### src/rtl/sc_chip_emulator_if.sv
`default_nettype none
// ============================================================================
//  Module      : sc_chip_emulator_if
//  Description : Scan-chain pin bundle between a scan-chain master and the
//                chip-side target. The master drives sc_clk/sc_data and
//                samples s_chipout; the slave (chip model) does the reverse.
//  Signals     : sc_clk    - scan clock (master -> chip)
//                sc_data   - scan data  (master -> chip)
//                s_chipout - scan data returned (chip -> master)
//  Revision    : 1.0 - initial release
// ============================================================================
interface sc_chip_emulator_if;
    logic sc_clk;
    logic sc_data;
    logic s_chipout;

    modport master (
        output sc_clk,
        output sc_data,
        input  s_chipout
    );

    modport slave (
        input  sc_clk,
        input  sc_data,
        output s_chipout
    );
endinterface
`default_nettype wire

### src/rtl/sc_chip_emulator.sv
`default_nettype none
// ============================================================================
//  Module      : sc_chip_emulator
//  Description : Chip-side scan-chain target used for FPGA loopback of the
//                scan-chain master. Oversamples sc_clk/sc_data on clki,
//                shifts an SC_LEN-bit chain on sc_clk rising edges, returns
//                the chain MSB on s_chipout at sc_clk falling edges, and
//                latches a complete frame into a shadow config register once
//                sc_clk has been quiet for IDLE_TO cycles.
//  Ports       : clki      - system clock
//                reset     - synchronous active-high reset
//                sc_bus    - scan pins (slave modport)
//                status_in - parallel capture word (capture build only)
//                cfg_out   - shadow configuration register
//                cfg_valid - 1-cycle pulse, frame had exactly SC_LEN bits
//                len_err   - 1-cycle pulse, frame length was wrong
//                bit_cnt   - rising edges counted in current/last frame
//  Build macro : SC_EMU_CAPTURE_EN - when defined, the chain reloads from
//                status_in on every idle cycle so a frame reads it back.
//  Revision    : 1.0 - initial release
// ============================================================================
module sc_chip_emulator #(
    parameter int SC_LEN  = 100,
    parameter int IDLE_TO = 64,
    parameter int CNT_W   = 8
) (
    input  wire logic               clki,
    input  wire logic               reset,
    sc_chip_emulator_if.slave       sc_bus,
    input  wire logic [SC_LEN-1:0]  status_in,
    output logic      [SC_LEN-1:0]  cfg_out,
    output logic                    cfg_valid,
    output logic                    len_err,
    output logic      [CNT_W-1:0]   bit_cnt
);

    localparam int                  c_idle_w    = $clog2(IDLE_TO);
    localparam logic [c_idle_w-1:0] c_idle_last = c_idle_w'(IDLE_TO - 1);
    localparam logic [CNT_W-1:0]    c_len_cnt   = CNT_W'(SC_LEN);

    typedef enum logic [1:0] {
        ST_IDLE  = 2'd0,
        ST_SHIFT = 2'd1,
        ST_DONE  = 2'd2
    } state_t;

    state_t              r_state;
    state_t              w_state_nxt;

    // Clock and data share the same synchronizer depth so the sampled data
    // bit lines up with the detected clock edge.
    logic                r_clk_s1;
    logic                r_clk_s2;
    logic                r_clk_prev;
    logic                r_dat_s1;
    logic                r_dat_s2;

    logic [SC_LEN-1:0]   r_sr;
    logic [SC_LEN-1:0]   r_cfg;
    logic                r_chipout;
    logic [CNT_W-1:0]    r_bit_cnt;
    logic [c_idle_w-1:0] r_idle_cnt;

    logic                w_rise;
    logic                w_fall;
    logic                w_cnt_first;
    logic                w_cnt_inc;
    logic                w_idle_inc;
    logic                w_cfg_load;
    logic                w_len_err;

    assign w_rise = r_clk_s2 & ~r_clk_prev;
    assign w_fall = ~r_clk_s2 & r_clk_prev;

    // ------------------------------------------------------------------
    // FSM state register
    // ------------------------------------------------------------------
    always_ff @(posedge clki) begin
        if (reset) begin
            r_state <= ST_IDLE;
        end else begin
            r_state <= w_state_nxt;
        end
    end

    // ------------------------------------------------------------------
    // FSM next state and control strobes
    // ------------------------------------------------------------------
    always_comb begin
        w_state_nxt = r_state;
        w_cnt_first = 1'b0;
        w_cnt_inc   = 1'b0;
        w_idle_inc  = 1'b0;
        w_cfg_load  = 1'b0;
        w_len_err   = 1'b0;
        case (r_state)
            ST_IDLE: begin
                if (w_rise) begin
                    w_state_nxt = ST_SHIFT;
                    w_cnt_first = 1'b1;
                end
            end
            ST_SHIFT: begin
                if (w_rise) begin
                    w_cnt_inc = 1'b1;
                end
                // Any sc_clk activity keeps the frame open; the idle
                // counter is cleared whenever w_idle_inc stays low.
                if (!(w_rise || w_fall)) begin
                    if (r_idle_cnt == c_idle_last) begin
                        w_state_nxt = ST_DONE;
                    end else begin
                        w_idle_inc = 1'b1;
                    end
                end
            end
            ST_DONE: begin
                if (r_bit_cnt == c_len_cnt) begin
                    w_cfg_load = 1'b1;
                end else begin
                    w_len_err = 1'b1;
                end
                // A rise landing here already belongs to the next frame.
                if (w_rise) begin
                    w_state_nxt = ST_SHIFT;
                    w_cnt_first = 1'b1;
                end else begin
                    w_state_nxt = ST_IDLE;
                end
            end
            default: begin
                w_state_nxt = ST_IDLE;
            end
        endcase
    end

    // ------------------------------------------------------------------
    // Synchronizers, counters, chain and shadow register
    // ------------------------------------------------------------------
    always_ff @(posedge clki) begin
        if (reset) begin
            r_clk_s1   <= 1'b0;
            r_clk_s2   <= 1'b0;
            r_clk_prev <= 1'b0;
            r_dat_s1   <= 1'b0;
            r_dat_s2   <= 1'b0;
            r_sr       <= '0;
            r_cfg      <= '0;
            r_chipout  <= 1'b0;
            r_bit_cnt  <= '0;
            r_idle_cnt <= '0;
        end else begin
            r_clk_s1   <= sc_bus.sc_clk;
            r_clk_s2   <= r_clk_s1;
            r_clk_prev <= r_clk_s2;
            r_dat_s1   <= sc_bus.sc_data;
            r_dat_s2   <= r_dat_s1;

            if (w_idle_inc) begin
                r_idle_cnt <= r_idle_cnt + 1'b1;
            end else begin
                r_idle_cnt <= '0;
            end

            if (w_cnt_first) begin
                r_bit_cnt <= CNT_W'(1);
            end else if (w_cnt_inc && (r_bit_cnt != {CNT_W{1'b1}})) begin
                r_bit_cnt <= r_bit_cnt + 1'b1;
            end

            if (w_cfg_load) begin
                r_cfg <= r_sr;
            end

            if (w_rise) begin
                r_sr <= {r_sr[SC_LEN-2:0], r_dat_s2};
            end
`ifdef SC_EMU_CAPTURE_EN
            else if (r_state == ST_IDLE) begin
                r_sr <= status_in;
            end
`endif

            // Launch on the falling edge so the master samples it on the
            // following rising edge.
            if (w_fall) begin
                r_chipout <= r_sr[SC_LEN-1];
            end
`ifdef SC_EMU_CAPTURE_EN
            else if (r_state == ST_IDLE) begin
                r_chipout <= status_in[SC_LEN-1];
            end
`endif
        end
    end

`ifndef SC_EMU_CAPTURE_EN
    // status_in has no function in this build.
    logic w_unused_status;
    assign w_unused_status = ^status_in;
`endif

    assign sc_bus.s_chipout = r_chipout;
    assign cfg_out          = r_cfg;
    assign cfg_valid        = w_cfg_load;
    assign len_err          = w_len_err;
    assign bit_cnt          = r_bit_cnt;

endmodule
`default_nettype wire

### src/flat_wrapper.sv
// flat-port wrapper written by rule: the top's interface ports become plain ports
module sc_chip_emulator_flat 
#(
    parameter int SC_LEN  = 100,
    parameter int IDLE_TO = 64,
    parameter int CNT_W   = 8
)
  (clki, reset, status_in, cfg_out, cfg_valid, len_err, bit_cnt, sc_bus_sc_clk, sc_bus_sc_data, sc_bus_s_chipout);
  sc_chip_emulator_if sc_bus_i ();
  input  wire logic clki;
  input  wire logic reset;
  input  wire logic [SC_LEN-1:0] status_in;
  output logic      [SC_LEN-1:0] cfg_out;
  output logic cfg_valid;
  output logic len_err;
  output logic      [CNT_W-1:0] bit_cnt;
  input wire logic [$bits(sc_bus_i.sc_clk)-1:0] sc_bus_sc_clk;
  input wire logic [$bits(sc_bus_i.sc_data)-1:0] sc_bus_sc_data;
  output wire logic [$bits(sc_bus_i.s_chipout)-1:0] sc_bus_s_chipout;
  assign sc_bus_i.sc_clk = sc_bus_sc_clk;
  assign sc_bus_i.sc_data = sc_bus_sc_data;
  assign sc_bus_s_chipout = sc_bus_i.s_chipout;
  sc_chip_emulator #(.SC_LEN(SC_LEN), .IDLE_TO(IDLE_TO), .CNT_W(CNT_W)) u_core (.clki(clki), .reset(reset), .sc_bus(sc_bus_i), .status_in(status_in), .cfg_out(cfg_out), .cfg_valid(cfg_valid), .len_err(len_err), .bit_cnt(bit_cnt));
endmodule
### config.mk
export PLATFORM = sky130hd
export DESIGN_NAME = sc_chip_emulator_flat
export DESIGN_NICKNAME = d
export VERILOG_FILES = /design/src/rtl/sc_chip_emulator_if.sv /design/src/rtl/sc_chip_emulator.sv /design/src/flat_wrapper.sv
export SDC_FILE = /design/constraint.sdc
export NUM_CORES = 1
export LEC_CHECK = 0
export ABC_AREA = 1
export BUFFER_PORTS_ARGS = -buffer_cell sky130_fd_sc_hd__buf_2
export CAP_MARGIN = 40
export CORE_UTILIZATION = 45
export DETAILED_ROUTE_END_ITERATION = 8
export PLACE_DENSITY = 0.78
export SLEW_MARGIN = 20
export SYNTH_ARGS = -nofsm -noshare
export SYNTH_HDL_FRONTEND = slang
export SYNTH_SLANG_ARGS = --single-unit
### constraint.sdc
create_clock -name clki -period 2.1 [get_ports clki]
set_input_delay 0.42 -clock clki [delete_from_list [all_inputs] [get_ports clki]]
set_output_delay 0.42 -clock clki [all_outputs]
set_load 0.01 [all_outputs]
## After elaboration in Yosys (flattened, before gate mapping)

Index checks and enable logic that the tools add are counted.

| operators by class | value |
|---|---|
| $add $sub $neg | 2 |
| equality and inequality tests | 8 |
| mux-type cells | 17 |
| bitwise logic cells | 5 |
| reduce and logical (&&, ||, !) cells | 8 |

Operators by type and width:

| kind | count |
|---|---|
| 1-bit two-way mux | 13 |
| 8-bit by 1-bit adder with 8-bit output (second input constant) | 1 |
| 8-bit by 7-bit equality test with 1-bit output (second input constant) | 1 |
| 8-bit inequality test (second input constant) | 1 |
| 6-bit by 1-bit adder with 6-bit output (second input constant) | 1 |
| 6-bit equality test (second input constant) | 1 |
| 2-bit two-way mux | 3 |
| 2-bit case mux with 3 select lines | 1 |
| 2-bit OR reduction | 3 |
| 2-bit by 1-bit inequality test with 1-bit output (second input constant) | 2 |
| 1-bit NOT | 3 |
| 3-bit AND reduction | 1 |
| 1-bit bitwise AND | 2 |
| 2-bit by 1-bit equality test with 1-bit output (second input constant) | 1 |
| 2-bit equality test (second input constant) | 1 |
| 2-bit zero test | 1 |
| 2-bit inequality test (second input constant) | 1 |
| 2-bit nonzero test | 1 |
| 1-bit logical AND | 1 |
| 1-bit logical OR | 1 |

| storage, ports and cells | value |
|---|---|
| flip-flop bits (word level) | 222 |
| output and inout port bits | 111 |
| logic and storage cells | 52 |

## Depth between registers and ports, before layout

Gate-level depths: netlist (run 1).

| depth | value |
|---|---|
| word-level depth | 7 |
| depth in mapped cells | 10 |
| depth with buffers taken out | 8 |

## Worst setup path before layout (run 1)

No wires, ideal clock.

| timing | value |
|---|---|
| kind | reg-to-output |
| start | reg u_core.r_bit_cnt[0], in the netlist u_core.bit_cnt[0] |
| end | out cfg_valid |
| arrival | 1.100 ns |
| required time | 1.680 ns |
| setup slack | 0.580 ns |
| stages on the path, launching flop included | 8 |
| cell sequence | dfxtp_1 > inv_1 > ha_1 > nand2_1 > nor2_2 > nand3_2 > inv_2 > buf_2 |

| on the way | value |
|---|---|
| longest elaborated chain between the ends | 3 |

RTL lines:

| element | line | text |
|---|---|---|
| start: declaration | sc_chip_emulator.sv:61 | `logic [CNT_W-1:0] r_bit_cnt;` |
| start signal: assignment | sc_chip_emulator.sv:168 | `r_bit_cnt <= r_bit_cnt + 1'b1;` |
| 8-bit by 7-bit equality test with 1-bit output | sc_chip_emulator.sv:118 | `if (r_bit_cnt == c_len_cnt) begin` |
| 1-bit two-way mux | sc_chip_emulator.sv:118 |  |
| 1-bit two-way mux | sc_chip_emulator.sv:96 | `case (r_state)` |
| end: declaration | flat_wrapper.sv:14 | `output logic cfg_valid;` |

No other way between the ends.

## Worst setup path after layout (run 1)

Same ends and word-level chain as after synthesis.

==> flow_metrics.tcl, run 1 <==
set metrics [dict create \
    status "finished clean" \
    netlist_instances 1016 \
    yosys_warnings 0 \
    numPortBuffers 114 \
    synthDistinctLibCells 29 \
    max_freq_ghz 0.496 \
    detail-route-antenna-nets 0 \
    ys_seq_elements 222 \
    critPathArrivalTime_ps 1600 \
    drc 0 \
    num_rows 50 \
    min_from "sc_bus_sc_data" \
    finalNetCount 1216 \
    cp.buffers_inverters 3 \
    max-cap-violations 0 \
    overflow 0 \
    hold_ws_ps 128 \
    synth_async_sr_flop_share 0 \
    design_area_sq_mm 0.0101 \
    min_to "u_core.r_dat_s1" \
    grt_pass1_wl_microns 29600 \
    cts_sinks 222 \
    firstDrtPassIters 5 \
    area_growth_pct 17.0 \
    fin_crit_ps 2020 \
    cp_slowest_stage_delay_ps 360 \
    final_core_util 0.537 \
    critPathLaunchType "flip-flop" \
    root_buffer "clkbuf_16" \
    wl_per_cell_microns 13.0 \
    synth_ff_type "dfxtp_1" \
    num-fill-cells 1714 \
    grt_usage 0.180 \
    r2r_setup_slack_ps 170 \
    avgSynthCellArea_sq_um 8.45 \
    die_h_microns 140 \
    worst_pin_slew_ps 762 \
    setup-violations-final 0 \
    fin_ws_ps 82.6 \
    clock_latency_ps 500 \
    cts_tree "built" \
    path_cells "inv_2 > ha_1 > nand2_1 > nor2_2 > nand3_4 > inv_8 > buf_6" \
    netlist_area_sq_mm 0.00859 \
    finalHoldViolCount 0 \
    finalMaxSlewViolations 0 \
    clock_path_buffers 3 \
    num_io_pins 215 \
    yosysSeqAreaShare 0.517 \
    worstPathRequired_ps 1680 \
    reg2reg_depth 10 \
    finalCritPeriodShare 0.961 \
    wl_microns 17600 \
    die-area_sq_mm 0.0196 \
    drive_gt1_frac 0.327 \
    drt_iter0_markers 426 \
    power_w 0.00896 \
    cts_buffers 24 \
    htreeDepth 1 \
    synth_nets 1125 \
    vias_per_cell 4.94 \
    ctsHoldBuffers 0 \
    start_util 0.459 \
    worstSetupPathType "reg -> out" \
    grt_max_degree 101 \
    chipWidth_microns 140 \
    grt_pass1_vias 6327 \
    ir_drop_v 0.000539 \
    cp_num_cells 7 \
    synth_edf_count 0 \
    cp-end-kind "output port" \
    r2r-start "u_core.bit_cnt[0]" \
    diodes 0 \
    holdPathStages 3 \
    timing.rr.end "u_core.cfg_out[53]" \
    crit_family "flip-flops" \
    hpwl_microns 10500 \
    placed_area_sq_mm 0.00919 \
    p_leak_nw 4.23 \
    clkTransAtPathRegs_ps 60 \
    dp_slack_ps 238 \
    slew_headroom 0.492 \
    vias 6705 \
    min_path_type "in -> reg" \
    antenna_found_initial 0 \
    powerDensity_mw_per_mm2 891 \
    cp_slowest_cell "dfxtp_4" \
    critical_path.max_fanout 4 \
    gp_congestion 0.835 \
    fin_worst_skew_ps 9.93 \
    core_area_sq_mm 0.0187 \
]
-- what timing repair did --
| item | 4_1_cts | 5_1_grt |
|---|---|---|
| resized for setup | 4 | 4 |
| buffers inserted | 1 | 3 |
| endpoints found under the setup margin | 2 | 14 |
| pin swaps | 0 | 2 |
-- worst min-delay path: cells and delay by family --
kind	cells	cell delay, ps
AND/OR/NAND/NOR	1	30
buffers and inverters	2	130
-- cells in the final DEF (no fill, tap or decap), types with 4 or more instances in the layout --
master / n
nor2_1: 222
dfxtp_1: 220
nand2_1: 141
buf_2: 112
o21ai_0: 101
nand2_2: 92
a21oi_2: 90
clkbuf_16: 25
inv_1: 18
a21oi_1: 18
buf_4: 14
nand3_1: 9
inv_2: 7
clkbuf_1: 6
clkbuf_8: 6
buf_12: 5
clkinv_2: 4
o21ai_1: 4
ha_1: 4
-- logic make-up (layout without fill, tap and decap cells) --
| group | Yosys count | in the layout | share of synthesized area |
|---|---|---|---|
| compound gates | 217 | 217 | 0.167 |
| flops | 222 | 222 | 0.517 |
| fa+ha+maj | 5 | 5 | 0.00728 |
| simple gates | 473 | 473 | 0.238 |
| buf+inv | 95 | 203 | 0.0660 |
| xor+xnor | 4 | 4 | 0.00408 |
-- state kept, by name, summed over array words and instances, names as in the netlist, 2 cells and up --
signal             count
u_core.bit_cnt         8
u_core.cfg_out       100
u_core.r_idle_cnt      6
u_core.r_sr          100
u_core.r_state         2
-- layout make-up --
cell class / count / area, sq um / area share
clock inverters: 6 / 82.6 / 0.00822
inverters: 27 / 110 / 0.0110
well taps: 234 / 293 / 0.0291
clock buffers: 37 / 731 / 0.0727
flip-flops and latches: 222 / 4450 / 0.443
repair buffers: 133 / 788 / 0.0784
multi-input cells: 699 / 3600 / 0.358
-- cell usage after synthesis, types with 9 or more instances --
cell type	n	area (sq um)
o21ai_0	101	505
clkbuf_1	29	109
buf_2	23	115
nand3_1	9	45.0
buf_12	10	200
nand2_1	141	529
a21oi_1	18	90.1
a21oi_2	90	788
nand2_2	92	576
inv_1	20	75.1
dfxtp_1	222	4440
nor2_1	222	833
-- power by group --
part	total [W]	internal [W]	switching [W]	leakage (nW)
Clock	0.00425	0.00263	0.00162	0.398
Combinational	0.000301	0.0000916	0.000209	2.03
Sequential	0.00441	0.00432	0.0000894	1.80
-- metal layers --
layer	routed length (microns)	GRT usage	vias to the layer above	part of all wire
li1	-	-	3413	-
met5	0	0	-	0
met1	8000	0.223	3108	0.45
met2	8530	0.320	149	0.48
met4	403	0.0619	0	0.023
met3	688	0.0260	35	0.039
-- how the worst max path moves through the flow --
stage | from | to
after global routing | u_core.bit_cnt[0] | cfg_valid
after detailed placement | u_core.bit_cnt[0] | u_core.cfg_out[53]
after CTS | u_core.bit_cnt[0] | cfg_valid
after global placement | u_core.bit_cnt[0] | u_core.cfg_out[53]
after floorplan | u_core.bit_cnt[0] | cfg_valid
final | u_core.bit_cnt[0] | cfg_valid
-- stage by stage --
| stage | setup TNS [ps] | cells |
|---|---|---|
| final | 0 | 1358 |
| after global routing | -2.39 | 1358 |
| after CTS | 0 | 1355 |
| after detailed placement | 0 | 1311 |
| after global placement | 0 | 1311 |
| after floorplan | 0 | 1016 |
Power figures use the tool's default switching activity.
==> run 2, diff against run 1 <==
==> constraint.sdc (replaced) <==
create_clock -name clki -period 2.1 [get_ports clki]
set_input_delay 0.105 -clock clki [delete_from_list [all_inputs] [get_ports clki]]
set_output_delay 0.105 -clock clki [all_outputs]
set_load 0.01 [all_outputs]
==> run 2 against run 1 <==
- worst setup slack better by 66 ps
- clock power is 3% lower
- register-to-register slack better by 200 ps
- design area is 0.21% higher
- die area stayed put
- critical path depth is 1 higher
- cell count hardly changed
- non-clock buffer count is 1 higher
- flip-flop and latch count stayed put
- sequential power hardly changed
- fmax is 3.4% higher
- total power is 1.4% lower
- critical path type unchanged
==> flow_metrics.tcl, run 2 (synthesis gave the netlist of run 1 again) <==
set metrics [dict create \
    max-cap-violations 0 \
    worstSetupPathType "reg -> out" \
    drive_gt1_frac 0.323 \
    wl_microns 17200 \
    cp_slowest_stage_delay_ps 350 \
    finalNetCount 1217 \
    firstDrtPassIters 4 \
    area_growth_pct 17.3 \
    critPathLaunch "u_core.bit_cnt[0]" \
    cts_tree "built" \
    clock_latency_ps 500 \
    cts_sinks 222 \
    timing.rr.end "u_core.cfg_out[51]" \
    hpwl_microns 10400 \
    htreeDepth 1 \
    powerDensity_mw_per_mm2 877 \
    wl_per_cell_microns 12.7 \
    dp_cells 1310 \
    rsz0062_at_grt "no" \
    design_area_sq_mm 0.0101 \
    critPathArrivalTime_ps 1850 \
    max_freq_ghz 0.513 \
    finalMaxSlewViolations 0 \
    num-fill-cells 1670 \
    worstPathRequired_ps 2000 \
    path_cells "inv_2 > ha_1 > nand2_1 > nor2_4 > nand3_4 > inv_4 > buf_12 > buf_2" \
    cp-end-kind "output port" \
    min_path_type "in -> reg" \
    drt_iter0_markers 372 \
    r2r_setup_slack_ps 370 \
    clock_path_buffers 3 \
    clkTransAtPathRegs_ps 60 \
    fin_worst_skew_ps 8.66 \
    die_h_microns 140 \
    overflow 0 \
    numPortBuffers 114 \
    chipWidth_microns 140 \
    cts_buffers 24 \
    dp_slack_ps 323 \
    grt_pass1_vias 6234 \
    cp_slowest_cell "dfxtp_1" \
    critPathLaunchType "flip-flop" \
    status "finished clean" \
    num_io_pins 215 \
    gp_congestion 0.823 \
    worst_pin_slew_ps 529 \
    root_buffer "clkbuf_16" \
    fin_ws_ps 149 \
    finalCritPeriodShare 0.929 \
    die-area_sq_mm 0.0196 \
    grt_max_degree 69 \
    setup-violations-final 0 \
    instances_no_fill 1357 \
    final_core_util 0.539 \
    grt_pass1_wl_microns 29100 \
    slew_headroom 0.647 \
    drc 0 \
    antenna_found_initial 0 \
    setup_tns_ps 0 \
    layout_common_cells "nor2_1 (222), dfxtp_1 (222), nand2_1 (141), buf_2 (113), o21ai_0 (101)" \
    crit_path_end "cfg_valid" \
    reg2reg_depth 9 \
    num_rows 50 \
    core_area_sq_mm 0.0187 \
    finalHoldViolCount 0 \
    diodes 0 \
    vias 6633 \
    r2r-start "u_core.bit_cnt[0]" \
    start_util 0.459 \
    grt_usage 0.177 \
    p_leak_nw 4.22 \
    vias_per_cell 4.89 \
    critical_path.max_fanout 17 \
    fin_crit_ps 1950 \
    detail-route-antenna-nets 0 \
    placed_area_sq_mm 0.00921 \
    ir_drop_v 0.000553 \
]
[run 2: cell types whose count changed in the layout (fill, tap and decap cells not counted), sizes merged]
cell | before | now
bufbuf | 0 | 1
clkbuf | 37 | 33
clkinv | 4 | 5
clkinvlp | 1 | 2
buf | 133 | 130
dlygate4sd3 | 0 | 3
[run 2: final cells by class]
cell class                      count  area (sq um)  area share
Tap cell                          234           293      0.0291
Multi-Input combinational cell    699          3600       0.358
Sequential cell                   222          4440       0.441
Clock inverter                      8          95.1     0.00944
Inverter                           27           105      0.0104
Clock buffer                       33           686      0.0681
Timing Repair Buffer              134           847      0.0841
[run 2: worst max-delay path, delay by kind of cell, from the launching register on]
| kind | cells | cell delay [ps] |
|---|---|---|
| DFF | 1 | 350 |
| and+or+nand+nor | 3 | 310 |
| buffers and inverters | 4 | 530 |
| adders and majority gates | 1 | 150 |
[run 2: metrics by stage]
step	power (W)	hold slack [ps]
floorplan	0.00471	212
global placement	0.00478	313
detailed placement	0.00479	325
CTS	0.00895	354
global route	0.00917	405
finish	0.00884	376
[run 2: worst min-delay path by stage]
stage	startpoint	slack, ps	depth (start not counted)	to
floorplan	sc_bus_sc_clk	210	2	u_core.r_clk_s1
global placement	sc_bus_sc_data	310	3	u_core.r_dat_s1
detailed placement	sc_bus_sc_data	320	3	u_core.r_dat_s1
CTS	sc_bus_sc_data	350	4	u_core.r_dat_s1
global route	sc_bus_sc_clk	400	4	u_core.r_clk_s1
finish	sc_bus_sc_data	380	4	u_core.r_dat_s1
[run 2: power by group]
group	leakage (nW)	internal [W]	switching (W)
Combinational	2.04	0.0000941	0.000208
Sequential	1.80	0.00432	0.0000870
Clock	0.380	0.00252	0.00162
Total	4.22	0.00693	0.00191
[run 2: what timing repair did]
item                                    CTS  global route
hold buffers                              3             0
hold endpoints to repair                 14             0
pin swaps                                 0             1
setup buffers                             0             2
gates resized for setup                   0             2
gates cloned                              1             0
endpoints found under the setup margin    1             1
[run 2: metal layers]
layer  global-route usage  vias up  routed length (microns)
met5                    0        -                        0
met4               0.0549        0                      375
met1                0.217     3073                     7980
li1                     -     3416                        -
met2                0.317      114                     8210
met3               0.0277       30                      631
